File: config.mk
export PLATFORM = sky130hd
export DESIGN_NAME = dcache_ctrl
export DESIGN_NICKNAME = d
export VERILOG_FILES = /design/src/rtl/dcache_pkg.sv /design/src/rtl/dcache_word_mux.sv /design/src/rtl/dcache_ctrl.sv
export SDC_FILE = /design/constraint.sdc
export NUM_CORES = 2
export LEC_CHECK = 0
export BUFFER_PORTS_ARGS = -buffer_cell sky130_fd_sc_hd__buf_2
export CAP_MARGIN = 20
export CORE_AREA = 5 5 471 473
export CTS_CLUSTER_DIAMETER = 80
export DETAILED_ROUTE_END_ITERATION = 8
export DIE_AREA = 0 0 476 478
export PLACE_DENSITY_LB_ADDON = 0.08
export SLEW_MARGIN = 0
export SYNTH_ARGS = -nofsm -noshare
export SYNTH_HDL_FRONTEND = slang
export SYNTH_HIERARCHICAL = 1
export SYNTH_SLANG_ARGS = --single-unit
File: constraint.sdc
create_clock -name clk_i -period 18.4 [get_ports clk_i]
set_input_delay 0 -clock clk_i [delete_from_list [all_inputs] [get_ports clk_i]]
set_output_delay 0 -clock clk_i [all_outputs]
set_load 0.01 [all_outputs]
File: src/rtl/dcache_pkg.sv
// Shared types and address-field helpers for the L1 data cache sequencer.
package dcache_pkg;

   localparam int unsigned TAG_W     = 25;
   localparam int unsigned LINE_W    = 256;
   localparam int unsigned VALID_BIT = 24;
   localparam int unsigned DIRTY_BIT = 23;
   localparam int unsigned ATAG_W    = 23;
   localparam int unsigned INDEX_W   = 4;
   localparam int unsigned WSEL_W    = 3;

   typedef enum logic [2:0] {
      IDLE,
      MISS,
      WRITEBACK,
      ALLOCATE,
      REFILL
   } state_t;

   function automatic logic [ATAG_W-1:0] addr_tag(input logic [31:0] addr);
      return addr[31:9];
   endfunction

   function automatic logic [INDEX_W-1:0] addr_index(input logic [31:0] addr);
      return addr[8:5];
   endfunction

   function automatic logic [WSEL_W-1:0] addr_word(input logic [31:0] addr);
      return addr[4:2];
   endfunction

endpackage

File: src/rtl/dcache_word_mux.sv
// Word select for loads and single-word merge for stores on one cache line.
module dcache_word_mux
   import dcache_pkg::*;
(
   input  logic [LINE_W-1:0] line_i,
   input  logic [WSEL_W-1:0] word_i,
   input  logic [31:0]       wdata_i,
   output logic [31:0]       rdata_o,
   output logic [LINE_W-1:0] line_o
);

   logic [7:0] bit_base;

   assign bit_base = {word_i, 5'b0};

   always_comb begin
      rdata_o                 = line_i[bit_base +: 32];
      line_o                  = line_i;
      line_o[bit_base +: 32]  = wdata_i;
   end

endmodule

File: src/rtl/dcache_ctrl.sv
// Hit/miss sequencer between the CPU memory stage, the cache tag/data SRAM
// and off-chip memory: write-back, write-allocate, CPU stalled during misses.
module dcache_ctrl #(
   parameter int unsigned ADDR_W = 32,
   parameter int unsigned LINE_W = 256,
   parameter int unsigned TAG_W  = 25
) (
   input  logic              clk_i,
   input  logic              rst_i,
   input  logic              cpu_req_i,
   input  logic              cpu_we_i,
   input  logic [ADDR_W-1:0] cpu_addr_i,
   input  logic [31:0]       cpu_data_i,
   output logic [31:0]       cpu_data_o,
   output logic              cpu_stall_o,
   output logic              sram_enable_o,
   output logic              sram_write_o,
   output logic [3:0]        sram_addr_o,
   output logic [TAG_W-1:0]  sram_tag_o,
   output logic [LINE_W-1:0] sram_data_o,
   input  logic [TAG_W-1:0]  sram_tag_i,
   input  logic [LINE_W-1:0] sram_data_i,
   input  logic              sram_hit_i,
   output logic              mem_enable_o,
   output logic              mem_write_o,
   output logic [ADDR_W-1:0] mem_addr_o,
   output logic [LINE_W-1:0] mem_data_o,
   input  logic [LINE_W-1:0] mem_data_i,
   input  logic              mem_ack_i
);

   import dcache_pkg::*;

   state_t              state_q, state_d;
   logic [ATAG_W-1:0]   tag_q;
   logic [INDEX_W-1:0]  index_q;
   logic [TAG_W-1:0]    vtag_q;
   logic [LINE_W-1:0]   vline_q;
   logic [LINE_W-1:0]   fline_q;
   logic [31:0]         rd_word;
   logic [LINE_W-1:0]   merged_line;
   logic                lookup_hit;
   logic                lookup_miss;
   logic                victim_dirty;
   logic                unused_addr_lsbs;

   assign unused_addr_lsbs = ^cpu_addr_i[1:0];
   assign lookup_hit       = cpu_req_i & sram_hit_i;
   assign lookup_miss      = cpu_req_i & ~sram_hit_i;
   assign victim_dirty     = sram_tag_i[VALID_BIT] & sram_tag_i[DIRTY_BIT];

   dcache_word_mux u_word_mux (
      .line_i  (sram_data_i),
      .word_i  (addr_word(cpu_addr_i)),
      .wdata_i (cpu_data_i),
      .rdata_o (rd_word),
      .line_o  (merged_line)
   );

   always_ff @(posedge clk_i or posedge rst_i) begin
      if (rst_i) begin
         state_q <= IDLE;
      end else begin
         state_q <= state_d;
      end
   end

   always_ff @(posedge clk_i or posedge rst_i) begin
      if (rst_i) begin
         tag_q   <= '0;
         index_q <= '0;
         vtag_q  <= '0;
         vline_q <= '0;
         fline_q <= '0;
      end else begin
         case (state_q)
            IDLE: begin
               if (lookup_miss) begin
                  tag_q   <= addr_tag(cpu_addr_i);
                  index_q <= addr_index(cpu_addr_i);
               end
            end
            MISS: begin
               vtag_q  <= sram_tag_i;
               vline_q <= sram_data_i;
            end
            ALLOCATE: begin
               if (mem_ack_i) begin
                  fline_q <= mem_data_i;
               end
            end
            default: ;
         endcase
      end
   end

   always_comb begin
      state_d = state_q;
      case (state_q)
         IDLE:      if (lookup_miss) state_d = MISS;
         MISS:      state_d = victim_dirty ? WRITEBACK : ALLOCATE;
         WRITEBACK: if (mem_ack_i) state_d = ALLOCATE;
         ALLOCATE:  if (mem_ack_i) state_d = REFILL;
         REFILL:    state_d = IDLE;
         default:   state_d = IDLE;
      endcase
   end

   // Lookup request kept apart from the hit-dependent outputs so the SRAM's
   // hit path never feeds back into its own address/tag. The dirty bit tracks
   // cpu_we_i during lookups; it only lands in the SRAM on a store hit.
   always_comb begin
      sram_enable_o = 1'b0;
      sram_addr_o   = index_q;
      sram_tag_o    = '0;
      case (state_q)
         IDLE: begin
            sram_enable_o = cpu_req_i;
            sram_addr_o   = addr_index(cpu_addr_i);
            sram_tag_o    = {1'b1, cpu_we_i, addr_tag(cpu_addr_i)};
         end
         MISS, REFILL: begin
            sram_enable_o = 1'b1;
            sram_tag_o    = {1'b1, 1'b0, tag_q};
         end
         default: ;
      endcase
   end

   always_comb begin
      cpu_data_o   = '0;
      cpu_stall_o  = 1'b1;
      sram_write_o = 1'b0;
      sram_data_o  = '0;
      mem_enable_o = 1'b0;
      mem_write_o  = 1'b0;
      mem_addr_o   = '0;
      mem_data_o   = '0;
      case (state_q)
         IDLE: begin
            cpu_stall_o = lookup_miss;
            if (lookup_hit) begin
               if (cpu_we_i) begin
                  sram_write_o = 1'b1;
                  sram_data_o  = merged_line;
               end else begin
                  cpu_data_o = rd_word;
               end
            end
         end
         WRITEBACK: begin
            mem_enable_o = 1'b1;
            mem_write_o  = 1'b1;
            mem_addr_o   = {vtag_q[ATAG_W-1:0], index_q, 5'b0};
            mem_data_o   = vline_q;
         end
         ALLOCATE: begin
            mem_enable_o = 1'b1;
            mem_addr_o   = {tag_q, index_q, 5'b0};
         end
         REFILL: begin
            sram_write_o = 1'b1;
            sram_data_o  = fline_q;
         end
         default: ;
      endcase
   end

endmodule
# Word-level counts from Yosys, hierarchy flattened
# Cells that the tools add are included.
[totals]
regBits = 565
elab_cells = 50
[op_classes]
n_reduce_logical = 6
add_sub_neg = 1
shifts = 3
muxes = 23
eq_ne = 7
n_bitwise = 4
[ops]
columns = ["operator", "n"]
rows = [
  ["256-bit two-way mux", 3],
  ["256-bit case mux with 2 select lines", 1],
  ["256-bit bitwise mux", 1],
  ["32-bit by 10-bit variable shift with 256-bit output (first input constant)", 1],
  ["256-bit by 9-bit indexed part select with 32-bit output", 1],
  ["32-bit by 10-bit indexed part select with 256-bit output", 1],
  ["32-bit two-way mux", 3],
  ["32-bit case mux with 2 select lines", 1],
  ["25-bit case mux with 2 select lines", 1],
  ["3-bit case mux with 4 select lines", 1],
  ["8-bit negator with 10-bit output", 1],
  ["3-bit two-way mux", 3],
  ["3-bit by 2-bit == test with 1-bit output (second input constant)", 2],
  ["1-bit two-way mux", 6],
  ["2-bit != test (second input constant)", 3],
  ["4-bit two-way mux", 1],
  ["1-bit case mux with 2 select lines", 2],
  ["2-bit AND reduction", 2],
  ["2-bit OR reduction", 2],
  ["1-bit AND", 3],
  ["3-bit by 1-bit == test with 1-bit output (second input constant)", 1],
  ["3-bit == test (second input constant)", 1],
  ["3-bit logical NOT", 1],
  ["3-bit AND reduction", 1],
  ["1-bit NOT", 1],
]

# Depth between registers and ports, before layout
[logic_depth]
depth_word = 6
mapped_depth = 11

# By module
# The synthesis kept the hierarchy.
[by_module_without_submodules]
columns = ["module", "cells_each", "area_each_um2", "instances", "seq_area_each_um2"]
rows = [
  ["dcache_ctrl", 1947, 27196.1, 1, 14138.6],
  ["dcache_word_mux", 593, 5803.1, 1, 0.0],
]

# Worst setup path after synthesis
# No wires, ideal clock.
[synth_timing]
kind = "in2out"
start = "input port cpu_addr_i[3]"
end = "output port sram_data_o[246]"
t_required_ns = 18.400
setup_slack_ns = 16.096
path_buffers = 4
path_stages = 10
arrival_time_ns = 2.304
path_cell_list = "buf_2 -> inv_1 -> buf_1 -> ha_1 -> ha_1 -> buf_2 -> nor3b_2 -> buf_2 -> mux2_2 -> a22o_1"
[synth_via]
elab_chain_cells = 6
[synth_lines]
columns = ["element", "line_no", "source"]
rows = [
  ["start, declared", "dcache_ctrl.sv:12", "input logic [ADDR_W-1:0] cpu_addr_i,"],
  ["8-bit negator with 10-bit output (*)", "dcache_word_mux.sv:19", "line_o[bit_base +: 32] = wdata_i;"],
  ["32-bit by 10-bit indexed part select with 256-bit output / 32-bit by 10-bit variable shift with 256-bit output (equally long branches)", "dcache_word_mux.sv:19", ""],
  ["256-bit bitwise mux (*)", "dcache_word_mux.sv:19", ""],
  ["via merged_line[246]", "dcache_ctrl.sv:41", "logic [LINE_W-1:0] merged_line;"],
  ["256-bit two-way mux (*)", "dcache_ctrl.sv:143", "if (cpu_we_i) begin"],
  ["256-bit two-way mux (*)", "dcache_ctrl.sv:142", "if (lookup_hit) begin"],
  ["256-bit case mux with 2 select lines (*)", "dcache_ctrl.sv:139", "case (state_q)"],
  ["end, declared", "dcache_ctrl.sv:20", "output logic [LINE_W-1:0] sram_data_o,"],
]
# Mark *: on every way through the listed nets, which the timed path passes. The rest lies on a longest branch.

# Final worst setup path
[layout_timing]
start = "register state_q[0]"
end = "output port sram_data_o[162]"
[layout_via]
elab_chain_cells = 2
[layout_lines]
columns = ["element", "line_no", "source"]
rows = [
  ["start, declared", "dcache_ctrl.sv:34", "state_t state_q, state_d;"],
  ["start signal, assigned", "dcache_ctrl.sv:64", "state_q <= state_d;"],
  ["3-bit == test / 3-bit logical NOT (equally long branches)", "dcache_ctrl.sv:139", ""],
  ["256-bit case mux with 2 select lines (*)", "dcache_ctrl.sv:139", ""],
]
# Mark *: on every way between the ends. The rest lies on a longest branch, timed or not.

==> impl_metrics.ini <==
[outcome]
status = completed

[worst_hold_path]
hold_path_class = input pin to flop

[pwr]
intPower_w = 0.00459
p_sw_share_pct = 36.6
total_leakage_power_nw = 24.4
power.net_switching_w = 0.00264
irDropWorstVdd_v = 0.0000811
clock_power_share_pct = 25.9
power.combinational.fraction_pct = 42.9
power_density_relative_to_cell_area_mw_per_mm2 = 137
sequential_power_share_pct = 31.2
finalPower_w = 0.00723

[sta]
clock.fmax_ghz = 0.208
hold_violations = 0
timing.max_slew.rel_slack_pct = 17.2
fin_skew_ps = 36.5
final_max_slew_viol_count = 0
finalCritPeriodShare_pct = 26.1
setup-tns-final_ps = 0
finalWorstPathRequiredPeriod_ps = 4800
finalSetupViolations = 0
max_slew.worst_pin.slew_ps = 1240
final_worst_setup_slack_ps = 13600
rsz_0062_raised_after_global_routing = no

[synthesis]
netlist_instances = 2540
avgSynthCellArea_um2 = 13.0
synth_cell_types = 41
synth.cell_area_mm2 = 0.0330
synth_warnings = 6
yosys_reg_bits = 565
yosysSeqAreaShare_pct = 42.8

[floorplan]
core-area_mm2 = 0.217
die_outline_area_mm2 = 0.228
floorplan.die.height_um = 478
fp-row-count = 171
chipWidth_um = 476
start_util_pct = 15.2
i_o_pin_count = 1217

[placed_design]
dp_wirelength_mm = 163
dp_worst_setup_slack_ps = 14110
number_of_port_buffers = 1209
place_congestion = 0.791

[route]
detailedRoute.firstIterationViolations = 1142
vias = 29400
route.antenna.remaining_nets = 0
wirelength_mm = 223
drt_first_pass_iters = 4
drcViolationCount = 0
detail_route.wl_per_cell_um = 30.1
drt-vias-per-instance = 3.97

[worst_setup_path]
critical_path.most_common_cell = buf_4
timing_worst_setup_path_type = flop to primary output
critical-path-top-delay-family = buffers and inverters
cp.arrival_ps = 4800
path_cells = buf_4 -> nor3_4 -> buf_4 -> and4_4 -> buf_4 -> buf_4 -> a22o_1 -> buf_2
critical_path.n_buffers_inverters = 5
critical_path_peak_fanout = 48
critPathCaptureType = primary output
critical-path-max-stage-delay_ps = 840
required_ps = 18400
cp-start-kind = flop
critical_path.slowest_cell = and4_4

[clocking]
cts-resized-gates = 0
ctsRootBufferMaster = clkbuf_16
numCtsBuffers = 95
worstSkewPairLatency_ps = 720
tritoncts_clock_tree = done
cts_setup_buffers = 0
clock_path_buffers = 3
cts_htree_levels = 3
cts.sinks = 565
clkSlewWorstSetupHoldPaths_ps = 50

[global_route]
grt_antenna_before_repair = 63
grt_max_degree = 126
number_of_global_route_vias_before_repair = 32600
gr-usage-all-layers_pct = 18.8
gr-total-overflow = 0
global_route_wire_length_before_repair_mm = 295

[layout]
syn_to_final_growth_pct = 59.7
design.final.nets = 5048
layout.filler_cells = 23500
final_layout_size_suffix_gt1_share_pct = 51.4
finish.utilization_pct = 24.3

[flow_run]
cap_violations = 0
stage by stage:
step	instances	cell area (um2)	hold slack (ps)
floorplan	2544	33000	144
global placement	6431	41800	167
detailed placement	6431	41800	178
CTS	7365	52600	0.652
global route	7389	52700	33.8
finish	7406	52700	93.4
synthesized netlist by cell type (all sizes together):
master	instances	share of area, %
and2	391	7.4
o31a	1	0.027
or2	1	0.019
nor3b	6	0.18
nor2	29	0.33
xnor2	1	0.027
o21ai	2	0.030
dfrtp	565	43
a22o	279	7.4
o2111ai	1	0.027
o311ai	1	0.049
o21a	1	0.023
nand3b	2	0.045
nor3	2	0.080
buf	153	3.3
mux2	820	31
clkbuf	73	0.83
nand3	2	0.045
a21oi	1	0.015
and3b	1	0.027
a211oi	2	0.045
and4	1	0.027
nor2b	1	0.019
mux2i	24	0.73
nand2	99	1.1
inv	7	0.080
nand2b	2	0.061
mux4	64	4.4
and4b	1	0.030
ha	6	0.23
conb	1	0.011
worst min-delay path, delay by kind of cell:
family | cells | cell delay [ps]
buffers and inverters | 2 | 670
muxes | 1 | 120
power groups by stage:
stage | logic [W] | clock network [W] | registers [W]
after floorplan | 0.00197 | 0 | 0.00213
after global placement | 0.00303 | 0 | 0.00226
after global routing | 0.00333 | 0.00199 | 0.00233
final | 0.00310 | 0.00187 | 0.00226
after CTS | 0.00319 | 0.00195 | 0.00226
after detailed placement | 0.00303 | 0 | 0.00227
what timing repair did:
item / in CTS / in global routing
hold buffers: 761 / 0
hold endpoints to repair: 638 / 0
endpoints found under the setup margin: 0 / 0
per-layer routing:
metal	up-vias	routed length, um	global-route usage [%]
met2	1045	112000	33.8
met1	14900	86500	21.1
met3	285	16000	5.52
li1	13100	-	-
met4	34	8240	6.39
met5	-	218	0
flip-flops by register name, indices dropped and copies added (netlist names):
signal,cells
vline_q,256
tag_q,23
vtag_q,23
index_q,4
fline_q,256
state_q,3
worst paths after layout:
check	startpoint	slack [ps]	cells past startpoint	to
max	state_q[0]$_DFFE_PP0P_	13600	8	sram_data_o[162]
min in group asynchronous	rst_i	540	4	fline_q[128]$_DFFE_PP0P_
min reg2reg	vline_q[239]$_DFFE_PP0P_	490	1	vline_q[239]$_DFFE_PP0P_
max in group asynchronous	rst_i	14330	8	vline_q[72]$_DFFE_PP0P_
min	mem_data_i[2]	90	3	fline_q[2]$_DFFE_PP0P_
max reg2reg	state_q[0]$_DFFE_PP0P_	14420	6	vline_q[226]$_DFFE_PP0P_
cell usage in the layout (no fill, tap or decap), types with 24 or more instances in the layout:
cell type	Yosys	layout
buf_2	80	1206
dlygate4sd3_1	0	761
mux2_2	591	591
dfrtp_1	565	565
and2_1	391	389
a22o_1	279	279
mux2_4	229	229
nand2_1	99	98
clkbuf_16	0	97
mux4_2	64	64
buf_4	40	47
diode_2	0	41
nor2_1	29	28
mux2i_1	24	24
cell type report:
cell class / instances / area, um2 / share of cell area, %
Antenna cell: 41 / 103 / 0.195
Clock buffer: 139 / 2790 / 5.28
Clock inverter: 34 / 389 / 0.738
Inverter: 7 / 33.8 / 0.0641
Multi-Input combinational cell: 1746 / 17600 / 33.4
Sequential cell: 565 / 14100 / 26.8
Tap cell: 2854 / 3570 / 6.77
Timing Repair Buffer: 2020 / 14100 / 26.8
kinds of logic after synthesis:
group,Yosys count,share of synthesized area (%)
muxes,908,35.7
DFF,565,42.8
buffers and inverters,233,4.18
other,1,0.0114
xor gates and xnor gates,1,0.0265
and+or+nand+nor,538,9.40
adders and majority gates,6,0.227
AOI/OAI and AO/OA,288,7.62
Note: power is estimated with default switching activity, not from simulation.
